### config.mk
export PLATFORM = sky130hd
export DESIGN_NAME = xyf_sign_cmp
export DESIGN_NICKNAME = d
export VERILOG_FILES = /design/src/rtl/xyf_sign_cmp_pkg.sv /design/src/rtl/xyf_sign_cmp_cmp_core.sv /design/src/rtl/xyf_sign_cmp.sv
export SDC_FILE = /design/constraint.sdc
export NUM_CORES = 1
export LEC_CHECK = 0
export CORE_AREA = 2 2 39 41
export CTS_CLUSTER_SIZE = 10
export DETAILED_ROUTE_END_ITERATION = 16
export DIE_AREA = 0 0 41 43
export DONT_BUFFER_PORTS = 1
export PLACE_DENSITY_LB_ADDON = 0.1
export SLEW_MARGIN = 25
export SYNTH_ARGS = -nofsm -noshare
export SYNTH_HDL_FRONTEND = slang
export SYNTH_SLANG_ARGS = --single-unit
### constraint.sdc
create_clock -name SYSCLK -period 2.9 [get_ports SYSCLK]
set_clock_uncertainty 0.2 [all_clocks]
set_input_delay 0.58 -clock SYSCLK [delete_from_list [all_inputs] [get_ports SYSCLK]]
set_output_delay 0.58 -clock SYSCLK [all_outputs]
set_load 0.1 [all_outputs]
### src/rtl/xyf_sign_cmp_pkg.sv
// xyf_sign_cmp_pkg
// Shared definitions for the registered signed/unsigned magnitude comparator:
//   - default operand width
//   - compare-mode constants (two's complement vs unsigned)
//   - packed flag struct carried from the compare core to the output register
//   - helper that builds a consistent flag set from "greater" and "equal"
package xyf_sign_cmp_pkg;

  localparam int unsigned XYF_DEF_WIDTH      = 8;
  localparam int unsigned XYF_MODE_UNSIGNED  = 0;
  localparam int unsigned XYF_MODE_SIGNED    = 1;

  typedef struct packed {
    logic ageb;
    logic agtb;
    logic aeqb;
  } xyf_flags_t;

  // AGEB is always derived from the other two, so the invariants
  // (AGTB -> AGEB, AEQB -> AGEB) hold by construction.
  function automatic xyf_flags_t xyf_make_flags(input logic gt, input logic eq);
    xyf_flags_t f;
    f.agtb = gt;
    f.aeqb = eq;
    f.ageb = gt | eq;
    return f;
  endfunction

endpackage

### src/rtl/xyf_sign_cmp_cmp_core.sv
// xyf_cmp_core
// Purely combinational magnitude compare of two WIDTH-bit operands.
// In signed mode the MSB of each operand is inverted, which maps the
// two's-complement range monotonically onto the unsigned range, so a single
// unsigned compare serves both modes.
// Ports:
//   a_i      operand A
//   b_i      operand B
//   flags_o  {ageb, agtb, aeqb}
module xyf_cmp_core
  import xyf_sign_cmp_pkg::*;
#(
  parameter int unsigned WIDTH  = XYF_DEF_WIDTH,
  parameter int unsigned SIGNED = XYF_MODE_SIGNED
) (
  input  logic [WIDTH-1:0] a_i,
  input  logic [WIDTH-1:0] b_i,
  output xyf_flags_t       flags_o
);

  logic [WIDTH-1:0] msb_mask;
  logic [WIDTH-1:0] a_biased;
  logic [WIDTH-1:0] b_biased;
  logic             gt;
  logic             eq;

  always_comb begin
    msb_mask            = '0;
    msb_mask[WIDTH-1]   = (SIGNED != XYF_MODE_UNSIGNED);
  end

  assign a_biased = a_i ^ msb_mask;
  assign b_biased = b_i ^ msb_mask;

  // Equality is unaffected by the bias, so compare the raw operands.
  assign gt = (a_biased > b_biased);
  assign eq = (a_i == b_i);

  assign flags_o = xyf_make_flags(gt, eq);

endmodule

### src/rtl/xyf_sign_cmp.sv
// xyf_sign_cmp
// Registered magnitude comparator. Flags load from the compare core when
// IN_VALID is high and hold otherwise; OUT_VALID is a registered copy of
// IN_VALID. All state clears asynchronously on NSYSRESET low.
// Ports:
//   SYSCLK     system clock, rising edge
//   NSYSRESET  asynchronous active-low reset
//   DataA      operand A
//   DataB      operand B
//   IN_VALID   operands valid this cycle
//   AGEB       registered A >= B
//   AGTB       registered A >  B
//   AEQB       registered A == B
//   OUT_VALID  registered IN_VALID, qualifies the flags
module xyf_sign_cmp
  import xyf_sign_cmp_pkg::*;
#(
  parameter int unsigned WIDTH  = XYF_DEF_WIDTH,
  parameter int unsigned SIGNED = XYF_MODE_SIGNED
) (
  input  logic             SYSCLK,
  input  logic             NSYSRESET,
  input  logic [WIDTH-1:0] DataA,
  input  logic [WIDTH-1:0] DataB,
  input  logic             IN_VALID,
  output logic             AGEB,
  output logic             AGTB,
  output logic             AEQB,
  output logic             OUT_VALID
);

  xyf_flags_t cmp_flags;
  xyf_flags_t flags_d;
  xyf_flags_t flags_q;
  logic       valid_d;
  logic       valid_q;

  xyf_cmp_core #(
    .WIDTH  (WIDTH),
    .SIGNED (SIGNED)
  ) u_core (
    .a_i     (DataA),
    .b_i     (DataB),
    .flags_o (cmp_flags)
  );

  // The valid path never sees the operands, so X data cannot reach OUT_VALID.
  always_comb begin
    flags_d = flags_q;
    valid_d = IN_VALID;
    if (IN_VALID) begin
      flags_d = cmp_flags;
    end
  end

  always_ff @(posedge SYSCLK or negedge NSYSRESET) begin
    if (!NSYSRESET) begin
      flags_q <= '0;
      valid_q <= 1'b0;
    end else begin
      flags_q <= flags_d;
      valid_q <= valid_d;
    end
  end

  assign AGEB      = flags_q.ageb;
  assign AGTB      = flags_q.agtb;
  assign AEQB      = flags_q.aeqb;
  assign OUT_VALID = valid_q;

endmodule

==> impl_metrics.yaml <==
critical_path:
  worst_setup_path_end_kind: "output pin"
  worstSetupPathType: "reg -> out"
  cp_max_fo: 2
  critical_path_arrival_ps: 1150
  worst_ep_required_time_ps: 2120
  worstSetupStartpointType: "flop"
layout:
  antenna_cells: 0
  layout.nets: 71
  area_delta_synth_final_pct: 15.38
  drive_above_1_share_pct: 9.524
sta:
  setup_viol: 0
  hold_ws_ps: 177.6
  finalCriticalPeriod_ps: 1934
  final_hold_viol_count: 0
  period_share_pct: 66.70
  worst_slew_pin_slew_ps: 903.6
  slew_viol_final: 0
  clock.fmax_ghz: 0.5170
  grt_setup_unrepaired: "false"
  finalSetupTns_ps: 0
  slew_headroom_pct: 39.76
logic_synthesis:
  yosys.area.top_type_share_pct: 29.30
  yosysWarnings: 0
  synth.avg_cell_area_um2: 8.989
  synth_edf_count: 0
  yosysMostFrequentCell: "inv_1"
  synthesis.nets: 65
  synth.cell_area_um2: 341.6
  ys.flop_type: "dfrtp_1"
  ys_ff_latch: 4
  post-synth-top-area-cell: "dfrtp_1"
  synth_area_leaders: "dfrtp_1 29%, ha_1 29%, inv_1 9.9%, a21oi_1 5.9%, nand4_2 3.7%"
  yosysSeqAreaShare_pct: 29.30
  netlist_instances: 38
  synth_common_cells: "9 x inv_1, 8 x ha_1, 4 x a21oi_1, 4 x dfrtp_1"
  yosysUniqueCellTypes: 15
  synthArstFlopShare_pct: 100.0
drt:
  drcViolationCount: 0
  routed_wl_um: 595
  first_pass_iters: 2
  via_per_inst: 4.621
  ant_nets: 0
  wl_per_cell_um: 10.26
  drt_iter0_markers: 1
  num_vias: 268
clocking:
  root_buffer: "clkbuf_4"
  clkLatencyLatePin_ps: 230
  cts_buffers: 3
  clk_pin_slew_ps: 40
  post_cts_buffers: 0
  cts_hold_buf: 1
  cts_num_sinks: 4
  cts-resized-gates: 0
  clockBufferDepth: 2
  h-tree-depth: 1
  cts_tree: "yes"
power:
  combPwrFrac_pct: 16.0
  p_sw_share_pct: 39.95
  peakVddDrop_uv: 123.8
  leakagePower_nw: 0.2075
  intPower_uw: 123.7
  p_seq_share_pct: 52.0
  power.switching_uw: 82.25
  p_clk_share_pct: 31.9
  p_per_area_mw_per_mm2: 522.5
global_route:
  gr-total-overflow: 0
  antenna_found_initial: 0
  grt_pass1_wl_um: 1069
  grt_max_degree: 7
  grt_pass1_vias: 302
  grtUsageTotal_pct: 8.726
die:
  die_width_um: 41
  num_rows: 14
  die_area_mm2: 0.001763
  core_area_mm2: 0.001384
  initial_core_util_pct: 24.68
  io_pins: 23
  die_y_um: 43
placed_design:
  gp_congestion: 0.6248
  dp_hpwl_um: 555.2
  io_buffers: 0
worst_hold_path:
  hold_class: "in -> reg"
flow_run:
  cap_violations: 0
run_status:
  status: "completed"
[placed cells by master (no fill, tap or decap)]
cell type and instances:
nand4_1 1, o21ai_0 2, a221o_1 1, dfrtp_1 4, ha_1 8, nor2b_1 1
inv_1 9, nand4_2 1, o21a_1 1, a21oi_1 4, o211ai_1 1, nand2_1 1
dlygate4sd3_1 1, nor2_1 2, and2_0 1, o32a_1 1, clkbuf_4 3
[per-layer routing]
layer | GRT usage, % | vias to the layer above | wire length [µm]
li1 | - | 140 | -
met1 | 9.615 | 113 | 235
met2 | 13.75 | 15 | 310
met3 | 3.665 | 0 | 49
met4 | 4.000 | 0 | 0
met5 | 0 | - | 0
[power by group through the flow]
stage / clock network, mW / registers [mW] / logic, mW
floorplan: 0 / 0.107 / 0.0268
global placement: 0 / 0.108 / 0.0308
detailed placement: 0 / 0.108 / 0.0319
CTS: 0.0685 / 0.107 / 0.0341
global route: 0.0758 / 0.108 / 0.0403
finish: 0.0658 / 0.107 / 0.0330
[sequential cells by signal, indices dropped and copies added (netlist names)]
| signal | flops |
|---|---|
| AEQB | 1 |
| AGEB | 1 |
| AGTB | 1 |
| OUT_VALID | 1 |
[cells by family (layout without fill, tap and decap cells)]
family          count (synthesis)  count (layout)  synth area share, %
compound gates                 10              10                19.05
fa+ha+maj                       8               8                29.31
buf+inv                         9              13                9.889
simple gates                    7               7                12.46
flops                           4               4                29.31
[area by class of cell]
cell class	instances	area, µm²
Fill cell	148	989.7
Multi-Input combinational cell	25	207.7
Sequential cell	4	100.1
Inverter	9	33.78
Clock buffer	3	22.52
Tap cell	16	20.02
Timing Repair Buffer	1	10.01
[metrics by stage]
step                util (%)  area (µm²)  total power, mW  instances  worst slack, ps
floorplan                  -       341.6           0.1337         38            979.6
global placement       26.13       361.6           0.1390         54            928.8
detailed placement     26.13       361.6           0.1400         54            906.1
CTS                    28.48       394.1           0.2099         58            953.5
global route           28.48       394.1           0.2241         58            932.0
finish                 28.48       394.1           0.2059         58            965.7
[worst paths after layout]
kind / from / cells past startpoint / slack (ps) / endpoint
setup / recovery: AGEB / 0 / 970 / AGEB
hold / removal: IN_VALID / 0 / 180 / OUT_VALID
setup reg to reg: AGTB / 1 / 1370 / AGTB
hold reg to reg: AEQB / 2 / 820 / AEQB
max in group asynchronous: NSYSRESET / 1 / 1920 / AEQB
min in group asynchronous: NSYSRESET / 1 / 420 / AGTB
No activity file was read; power rests on OpenSTA's default activity.
